**config.mk**
```make
export PLATFORM = sky130hd
export DESIGN_NAME = line_clear
export DESIGN_NICKNAME = d
export VERILOG_FILES = /design/src/rtl/tetris_pkg.sv /design/src/rtl/line_clear_score.sv /design/src/rtl/line_clear.sv
export SDC_FILE = /design/constraint.sdc
export NUM_CORES = 1
export LEC_CHECK = 0
export ABC_AREA = 0
export BUFFER_PORTS_ARGS = -buffer_cell sky130_fd_sc_hd__buf_2
export CAP_MARGIN = 20
export CORE_MARGIN = 4
export CORE_UTILIZATION = 50
export CTS_CLUSTER_SIZE = 28
export DETAILED_ROUTE_END_ITERATION = 8
export GPL_TIMING_DRIVEN = 0
export MAX_ROUTING_LAYER = met4
export PLACE_DENSITY_LB_ADDON = 0.1
export SKIP_LAST_GASP = 1
export SLEW_MARGIN = 10
export SYNTH_ARGS = -nofsm -noshare
export SYNTH_HDL_FRONTEND = slang
export SYNTH_SLANG_ARGS = --single-unit
```
**constraint.sdc**
```tcl
create_clock -name clka -period 2.7 [get_ports clka]
set_clock_uncertainty 0.2 [all_clocks]
set_input_delay 0.27 -clock clka [delete_from_list [all_inputs] [get_ports clka]]
set_output_delay 0.27 -clock clka [all_outputs]
set_load 0.005 [all_outputs]
```
**src/rtl/tetris_pkg.sv**
```systemverilog
// tetris_pkg: shared board constants, row-clear FSM states and the score bonus table.
package tetris_pkg;

    localparam int BOARD_ROWS = 16;
    localparam int BOARD_COLS = 10;

    typedef enum logic [2:0] {
        ST_IDLE,
        ST_RD,
        ST_EV,
        ST_FILL,
        ST_DONE
    } state_e;

    // Bonus indexed by rows cleared in one run; four or more rows earn the top entry.
    localparam logic [3:0] SCORE_BONUS [5] = '{4'd0, 4'd1, 4'd3, 4'd5, 4'd8};

    function automatic logic [3:0] score_bonus(input logic [7:0] cnt);
        return (cnt >= 8'd4) ? SCORE_BONUS[4] : SCORE_BONUS[{1'b0, cnt[1:0]}];
    endfunction

endpackage

```
**src/rtl/line_clear_score.sv**
```systemverilog
// line_clear_score: saturating 16-bit score accumulator, bumped once per completed clear run.
module line_clear_score
    import tetris_pkg::*;
#(
    parameter int CW = 5
) (
    input  logic          clka,
    input  logic          restart_n,
    input  logic          add_en_i,
    input  logic [CW-1:0] cnt_i,
    output logic [15:0]   score_o
);

    logic [15:0] score_q, score_d;
    logic [16:0] sum;

    always_comb begin
        sum     = {1'b0, score_q} + 17'(score_bonus(8'(cnt_i)));
        score_d = add_en_i ? (sum[16] ? 16'hFFFF : sum[15:0]) : score_q;
    end

    always_ff @(posedge clka or negedge restart_n) begin
        if (!restart_n) score_q <= '0;
        else            score_q <= score_d;
    end

    assign score_o = score_q;

endmodule

```
**src/rtl/line_clear.sv**
```systemverilog
// line_clear: bottom-up full-row removal and board compaction with top-row zero fill.
// Optional score accumulator enabled by defining LINE_CLEAR_SCORE_EN.
module line_clear
    import tetris_pkg::*;
#(
    parameter int ROWS = BOARD_ROWS,
    parameter int COLS = BOARD_COLS,
    parameter int RW   = $clog2(ROWS),
    parameter int CW   = $clog2(ROWS + 1)
) (
    input  logic            clka,
    input  logic            restart_n,
    input  logic            start_clear,
    output logic [RW-1:0]   row_rd_addr,
    input  logic [COLS-1:0] row_rd_data,
    output logic            row_wr_en,
    output logic [RW-1:0]   row_wr_addr,
    output logic [COLS-1:0] row_wr_data,
    output logic            busy,
    output logic            done,
    output logic            has_full,
    output logic [RW-1:0]   which_row,
    output logic [CW-1:0]   cleared_cnt
`ifdef LINE_CLEAR_SCORE_EN
    ,
    output logic [15:0]     score
`endif
);

    localparam logic [RW:0] LAST   = (RW+1)'(ROWS - 1);
    localparam logic [RW:0] ROWS_W = (RW+1)'(ROWS);

    state_e          state_q, state_d;
    logic [RW:0]     rd_q, rd_d, wr_q, wr_d, wr_nxt;
    logic            has_full_q, has_full_d;
    logic [RW-1:0]   which_q, which_d;
    logic [CW-1:0]   cnt_q, cnt_d;
    logic            row_full;

    assign row_full = &row_rd_data;
    assign wr_nxt   = wr_q + 1'b1;

    always_comb begin
        state_d     = state_q;
        rd_d        = rd_q;
        wr_d        = wr_q;
        has_full_d  = has_full_q;
        which_d     = which_q;
        cnt_d       = cnt_q;
        row_wr_en   = 1'b0;
        row_wr_addr = '0;
        row_wr_data = '0;
        case (state_q)
            ST_IDLE: begin
                if (start_clear) begin
                    rd_d       = '0;
                    wr_d       = '0;
                    has_full_d = 1'b0;
                    which_d    = '0;
                    cnt_d      = '0;
                    state_d    = ST_RD;
                end
            end
            ST_RD: state_d = ST_EV;
            ST_EV: begin
                if (row_full) begin
                    cnt_d = cnt_q + 1'b1;
                    if (!has_full_q) begin
                        has_full_d = 1'b1;
                        which_d    = rd_q[RW-1:0];
                    end
                end else begin
                    // Rows below the first full row are already in place; skip rewriting them.
                    row_wr_en   = (wr_q != rd_q);
                    row_wr_addr = row_wr_en ? wr_q[RW-1:0] : '0;
                    row_wr_data = row_wr_en ? row_rd_data : '0;
                    wr_d        = wr_nxt;
                end
                rd_d    = rd_q + 1'b1;
                state_d = (rd_q != LAST) ? ST_RD : (wr_d < ROWS_W) ? ST_FILL : ST_DONE;
            end
            ST_FILL: begin
                row_wr_en   = 1'b1;
                row_wr_addr = wr_q[RW-1:0];
                wr_d        = wr_nxt;
                state_d     = (wr_q == LAST) ? ST_DONE : ST_FILL;
            end
            ST_DONE: state_d = ST_IDLE;
            default: state_d = ST_IDLE;
        endcase
    end

    always_ff @(posedge clka or negedge restart_n) begin
        if (!restart_n) begin
            state_q    <= ST_IDLE;
            rd_q       <= '0;
            wr_q       <= '0;
            has_full_q <= 1'b0;
            which_q    <= '0;
            cnt_q      <= '0;
        end else begin
            state_q    <= state_d;
            rd_q       <= rd_d;
            wr_q       <= wr_d;
            has_full_q <= has_full_d;
            which_q    <= which_d;
            cnt_q      <= cnt_d;
        end
    end

    assign row_rd_addr = rd_q[RW-1:0];
    assign busy        = (state_q != ST_IDLE);
    assign done        = (state_q == ST_DONE);
    assign has_full    = has_full_q;
    assign which_row   = which_q;
    assign cleared_cnt = cnt_q;

`ifdef LINE_CLEAR_SCORE_EN
    line_clear_score #(
        .CW(CW)
    ) u_score (
        .clka     (clka),
        .restart_n(restart_n),
        .add_en_i (state_q == ST_DONE),
        .cnt_i    (cnt_q),
        .score_o  (score)
    );
`endif

endmodule
```
[After elaboration in Yosys (flattened, before gate mapping)]
Index checks and enable logic that the tools add are counted.
Word-level totals
  bits in registers: 23
  input bits: 13
Operators by class
  equal/unequal tests: 10
  mux-type cells: 27
  $add $sub $neg: 3
  $lt $le $gt $ge: 1
  reduce and logical (&&, ||, !) cells: 9
Operator list (count)
  $mux 10: 3
  $mux 4: 5
  $mux 5: 4
  $pmux 5 s2: 2
  $pmux 4 s2: 2
  $add 5x1->5 const B: 3
  $pmux 5 s3: 1
  $mux 3: 4
  $pmux 3 s4: 1
  $reduce_and 10->1: 1
  $eq 3x2->1 const B: 2
  $ne 2x2->1 const B: 3
  $reduce_bool 3->1: 2
  $eq 5x4->1 const B: 1
  $lt 5x5->1 const B: 1
  $ne 5x4->1 const B: 1
  $ne 5x5->1: 1
  $pmux 1 s2: 2
  $reduce_and 2->1: 2
  $reduce_and 4->1: 1
  $eq 3x1->1 const B: 1
  $eq 3x3->1 const B: 1
  $logic_not 3->1: 1
  $mux 1: 3
  2 further kinds: 2

[Depth between registers and ports, before layout]
Gate-level depths: netlist (run 1).
  depth after elaboration: 7
  mapped depth: 6

[Worst setup path before layout (run 1)]
OpenSTA, ideal clock, no wires.
  kind: flip-flop to output port
  start point: register state_q[0]
  end point: output row_wr_data[3]
  data arrival time: 1.704 ns
  required time: 2.230 ns
  slack: 0.526 ns
  buffers on the path: 2
  cell stages (with the launch flop): 7
  cell sequence: dfrtp_1 -> clkbuf_1 -> nor3b_1 -> o31ai_1 -> a21oi_1 -> buf_2 -> and2_1
Between the ends
  cells in the longest elaborated chain, start to end: 2
RTL lines
  start: declaration: RTL line line_clear.sv:33  | state_e state_q, state_d;
  start signal: assignment: RTL line line_clear.sv:102  | state_q <= state_d;
  $eq 3x2->1: RTL line line_clear.sv:53  | case (state_q)
  $mux 10: RTL line line_clear.sv:53
  end: declaration: RTL line line_clear.sv:18  | output logic [COLS-1:0] row_wr_data,
Every way passes these cells.

[Final worst setup path (run 1)]
  start point: register state_q[2]
  end point: output row_wr_data[5]
The elaborated chain is that of the path after synthesis.

==> results.cfg, run 1 <==
[placed_design]
dp_hpwl_microns = 2700
portBuffers = 43
place.gp.congestion = 0.809

[synthesis]
yosysUniqueCellTypes = 40
synthFlopType = dfrtp_1
synth_seq_cells = 23
syn-mean-instance-area_sq_um = 9.22
ys_warn_count = 0
syn_nets = 171
async_flop_share_pct = 100
syn-cell-area_sq_um = 1410
synth-edff-count = 0
netlist_instances = 153
yosysSeqAreaShare_pct = 40.8

[setup_path]
crit_fanout = 10
worstSetupStartpointType = flop
crit_type = reg -> out
crit-reg2reg-capture = cleared_cnt[4]$_DFFE_PN0P_
worstRegToRegCells = 5
crit_required_ns = 2.23
rrSetupSlack_ns = 0.47
cp-end-kind = output port
crit_arrival_ns = 2.02
r2r_start = state_q[1]$_DFFE_PN0P_
startpoint = state_q[2]$_DFFE_PN0P_

[routing]
drtIter0Drc = 47
wl_per_cell_microns = 15.3
drc = 0
routed_via_density = 5.81
drt-pass1-iter-count = 4
postRouteAntennaNets = 0
num_vias = 1366
totalWireLength_microns = 3600

[grt]
grt_usage_pct = 21.4
grt_max_degree = 24
grt_overflow = 0
grt_pass1_vias = 1321
antenna_found_initial = 0
grt_pass1_wl_microns = 5840

[sta]
slew_headroom_pct = 46.5
final_hold_viol_count = 0
setup_viol = 0
period_needed_ns = 2.49
max_freq_mhz = 401
hold_ws_ns = 0.0833
fin_crit_sh_pct = 92.3
worst_pin_slew_ns = 0.792
drv_slew = 0
rsz0062_at_grt = false

[clocking]
clkTransAtPathRegs_ns = 0.13
clock-sinks = 23
htreeDepth = 1
cts_made_buffers = 3
root_buffer = clkbuf_4
tritoncts = built
insertion_delay_ns = 0.32
cts_buffer_depth = 2

[layout]
final_common_cell = buf_2
layout_common_cells = buf_2 (45), dfrtp_1 (23), and2_1 (12)
diodes = 0
drive_gt1_share_pct = 28.9
syn2layout_area_growth_pct = 23.2
final_nets = 223
final_util_pct = 63.6

[status]
status = completed

[floorplan]
core_area_sq_um = 2730
initial_core_util_pct = 51.6
fp.dieW_microns = 61.1
ios = 44
rows = 19
fp.dieH_microns = 61.1
dieArea_sq_um = 3740

[power]
p_leak_nw = 0.902
p_total_mw = 1.57
irDropWorstVdd_mv = 0.619
powerDensity_nw_per_um2 = 905

[min_path]
min_path_cells = 3
worst_hold_path.endpoint = state_q[0]$_DFFE_PN0P_
hp-class = in -> reg
hold_start = start_clear

[run]
maxCapViolCount = 0
[registers in the layout, summed over array words and instances, names as in the netlist]
name         count
cleared_cnt      5
rd_q             5
wr_q             5
which_row        4
state_q          3
has_full         1
[through the flow]
stage | instances | area, sq um | TNS (ns) | setup WS, ns
finish | 235 | 1740 | 0 | 0.207
global route | 235 | 1740 | 0 | 0.0236
CTS | 233 | 1720 | 0 | 0.177
detailed placement | 227 | 1670 | -1.47 | -0.164
global placement | 227 | 1670 | -0.438 | -0.0520
floorplan | 153 | 1410 | 0 | 0.526
[synthesized netlist by cell type (3+ instances only)]
| cell | instances | area, sq um |
|---|---|---|
| dfrtp_1 | 23 | 576 |
| and2_1 | 12 | 75.1 |
| nand2_1 | 10 | 37.5 |
| inv_1 | 9 | 33.8 |
| a22o_1 | 7 | 61.3 |
| nand3_1 | 7 | 35.0 |
| nor2_1 | 7 | 26.3 |
| o21ai_0 | 7 | 35.0 |
| nand3b_1 | 6 | 45.0 |
| xor2_1 | 6 | 52.6 |
| ha_1 | 5 | 62.6 |
| o21a_1 | 5 | 37.5 |
| a21oi_1 | 4 | 20.0 |
| buf_4 | 4 | 30.0 |
| clkbuf_1 | 3 | 11.3 |
| nand4_1 | 3 | 18.8 |
| nor4_1 | 3 | 18.8 |
| o22ai_1 | 3 | 18.8 |
| or3_1 | 3 | 18.8 |
[final cells by class]
type	count	area (sq um)
buffer	9	51.3
inverter	9	33.8
sequential	23	576
tap	31	38.8
timing repair buffer	47	248
fill	231	995
multi-input combinational	112	766
clock buffer	4	26.3
[kinds of logic (layout without fill, tap and decap cells)]
family                     after synthesis  in the layout  share of synthesized area [%]
DFF                                     23             23                           40.8
adders and majority gates                5              5                           4.43
buffers and inverters                   18             69                           6.03
xor gates and xnor gates                 7              7                           4.34
and+or+nand+nor                         60             60                           23.9
muxes                                    1              1                          0.709
AOI/OAI and AO/OA                       39             39                           19.8
[power breakdown]
part	switching (mW)	internal [mW]	leakage (nW)	total, mW
sequential	0.114	0.423	0.307	0.537
combinational	0.451	0.418	0.580	0.869
clock	0.110	0.0579	0.0150	0.168
[metal layers]
layer / part of all wire [%] / global-route usage [%]
met1: 44 / 25.8
met2: 49 / 36.9
met3: 5.6 / 1.89
met4: 1.9 / 8.36
met5: 0 / -
[timing repair]
action                                  4_1_cts  5_1_grt
gates resized for setup                       3        0
setup buffers                                 1        2
hold buffers                                  1        0
pin swaps                                     1        0
endpoints found under the setup margin       15        3
hold endpoints to repair                     23        0
[worst max-delay path by stage]
| stage | endpoint | slack, ns | cells past startpoint |
|---|---|---|---|
| CTS | row_wr_data[5] | 0.18 | 7 |
| floorplan | row_wr_data[3] | 0.53 | 6 |
| global placement | row_wr_data[3] | -0.05 | 7 |
| detailed placement | row_wr_data[4] | -0.16 | 7 |
| finish | row_wr_data[5] | 0.21 | 7 |
| global route | row_wr_data[3] | 0.02 | 7 |
[worst max-delay path: stages (launching register included)]
cell and delay [ns]:
dfrtp_1 0.40, clkbuf_1 0.22, nor3b_4 0.26, o31ai_1 0.12, a21oi_2 0.21, buf_2 0.23
and2_1 0.14, buf_2 0.11
Note: power is estimated with default switching activity, not from simulation.
==> run 2, diff against run 1 <==
==> constraint.sdc (replaced) <==
create_clock -name clka -period 2.77 [get_ports clka]
set_clock_uncertainty 0.2 [all_clocks]
set_input_delay 0.277 -clock clka [delete_from_list [all_inputs] [get_ports clka]]
set_output_delay 0.277 -clock clka [all_outputs]
set_load 0.005 [all_outputs]
==> run 2 against run 1 <==
  * Via count fell by 1.2%
  * Clock power fell by 4%
  * Core utilization did not move
  * Global-route usage fell by 0.18 points
  * Critical path type unchanged
  * Critical endpoint unchanged
  * Largest cell class unchanged
==> results.cfg, run 2 (synthesis gave the netlist of run 1 again) <==
[grt]
grt_usage_pct = 21.3
grt_overflow = 0
grt_pass1_vias = 1314
antenna_found_initial = 0
grt_pass1_wl_microns = 5810
grt_max_degree = 24

[sta]
drv_slew = 0
slew_headroom_pct = 48.1
worst_pin_slew_ns = 0.768
fin_crit_sh_pct = 93.4
max_freq_mhz = 387
period_needed_ns = 2.59
setup_viol = 0
fin_ws_ns = 0.184
hold_ws_ns = 0.0934
final_hold_viol_count = 0

[floorplan]
ios = 44
rows = 19
initial_core_util_pct = 51.6
core_area_sq_um = 2730
dieArea_sq_um = 3740
fp.dieH_microns = 61.1
fp.dieW_microns = 61.1

[placed_design]
place.gp.congestion = 0.809
dp_hpwl_microns = 2700
portBuffers = 43
place_ws_ns = -0.101

[layout]
drive_gt1_share_pct = 28.9
final_nets = 223
layout_common_cells = buf_2 (45), dfrtp_1 (23), and2_1 (12)
final_util_pct = 63.6
syn2layout_area_growth_pct = 23.2
diodes = 0
final_common_cell = buf_2

[routing]
drtIter0Drc = 45
met1_length_microns = 1560
totalWireLength_microns = 3530
wl_met3_microns = 178
routed_via_density = 5.74
drt-pass1-iter-count = 4
postRouteAntennaNets = 0
wl_per_cell_microns = 15.0
drc = 0
met2_length_microns = 1720
num_vias = 1350
highest_layer = met4

[setup_path]
crit-reg2reg-capture = cleared_cnt[4]$_DFFE_PN0P_
r2r_start = state_q[1]$_DFFE_PN0P_
crit_required_ns = 2.29
crit_arrival_ns = 2.11
endpoint = row_wr_data[5]
cp_cell_sequence = clkbuf_1 -> nor3b_4 -> o31ai_1 -> a21oi_2 -> buf_2 -> and2_1 -> buf_2
worstSetupStartpointType = flop
crit_top_cell = buf_2
rrSetupSlack_ns = 0.55
cp-end-kind = output port
slowest_stage = dfrtp_1
worstRegToRegCells = 5
slowest_delay_ns = 0.40
crit_type = reg -> out
crit_fanout = 10
startpoint = state_q[2]$_DFFE_PN0P_

[min_path]
hp-class = in -> reg

[clocking]
htreeDepth = 1
tritoncts = built
cts_buffer_depth = 2
insertion_delay_ns = 0.32
root_buffer = clkbuf_4
clkTransAtPathRegs_ns = 0.13
clock-sinks = 23
cts_made_buffers = 3

[power]
irDropWorstVdd_mv = 0.601
p_total_mw = 1.52
p_leak_nw = 0.902
powerDensity_nw_per_um2 = 874

[run]
maxCapViolCount = 0

[status]
status = completed
-- run 2: cell counts in the layout (fill, tap and decap cells not counted) --
No cell type changed its count.
-- run 2: stage by stage --
step	area (sq um)	instances	TNS [ns]
finish	1740	235	0
global route	1740	235	-0.0335
CTS	1720	232	0
detailed placement	1670	227	-0.838
global placement	1670	227	0
floorplan	1410	153	0
-- run 2: worst min-delay path by stage --
stage | cells past startpoint | to | start
after floorplan | 0 | cleared_cnt[0]$_DFFE_PN0P_ | restart_n
after global placement | 1 | rd_q[2]$_DFFE_PN0P_ | restart_n
after detailed placement | 1 | which_row[2]$_DFFE_PN0P_ | restart_n
after CTS | 3 | state_q[0]$_DFFE_PN0P_ | start_clear
after global routing | 3 | state_q[0]$_DFFE_PN0P_ | start_clear
final | 3 | state_q[0]$_DFFE_PN0P_ | start_clear
-- run 2: layout make-up --
cell class	count	area (sq um)
Fill cell	227	995
Timing Repair Buffer	47	248
Tap cell	31	38.8
Buffer	9	51.3
Multi-Input combinational cell	112	766
Clock buffer	4	26.3
Sequential cell	23	576
Inverter	9	33.8
-- run 2: repair_timing --
| action | 4_1_cts | 5_1_grt |
|---|---|---|
| gates resized for setup | 3 | 0 |
| setup buffers | 0 | 3 |
| endpoints found under the setup margin | 15 | 10 |
| endpoints found under the hold margin | 23 | 0 |
| pin swaps | 0 | 1 |
| gates cloned | 0 | 0 |
| hold buffers | 1 | 0 |
-- run 2: worst max-delay path: cells and delay by family (launching register included) --
kind | cells | cell delay [ns]
and+or+nand+nor | 2 | 0.45
buffers and inverters | 3 | 0.58
DFF | 1 | 0.40
AOI/OAI and AO/OA | 2 | 0.36
-- run 2: metal layers --
metal	global-route usage [%]	vias up
met2	36.7	55
li1	-	662
met1	25.7	626
met4	8.36	0
met3	1.47	7
met5	-	-
-- run 2: report_power, final --
part | leakage (nW) | internal, mW | switching, mW
logic | 0.580 | 0.402 | 0.433
registers | 0.307 | 0.412 | 0.110
clock network | 0.0150 | 0.0564 | 0.106
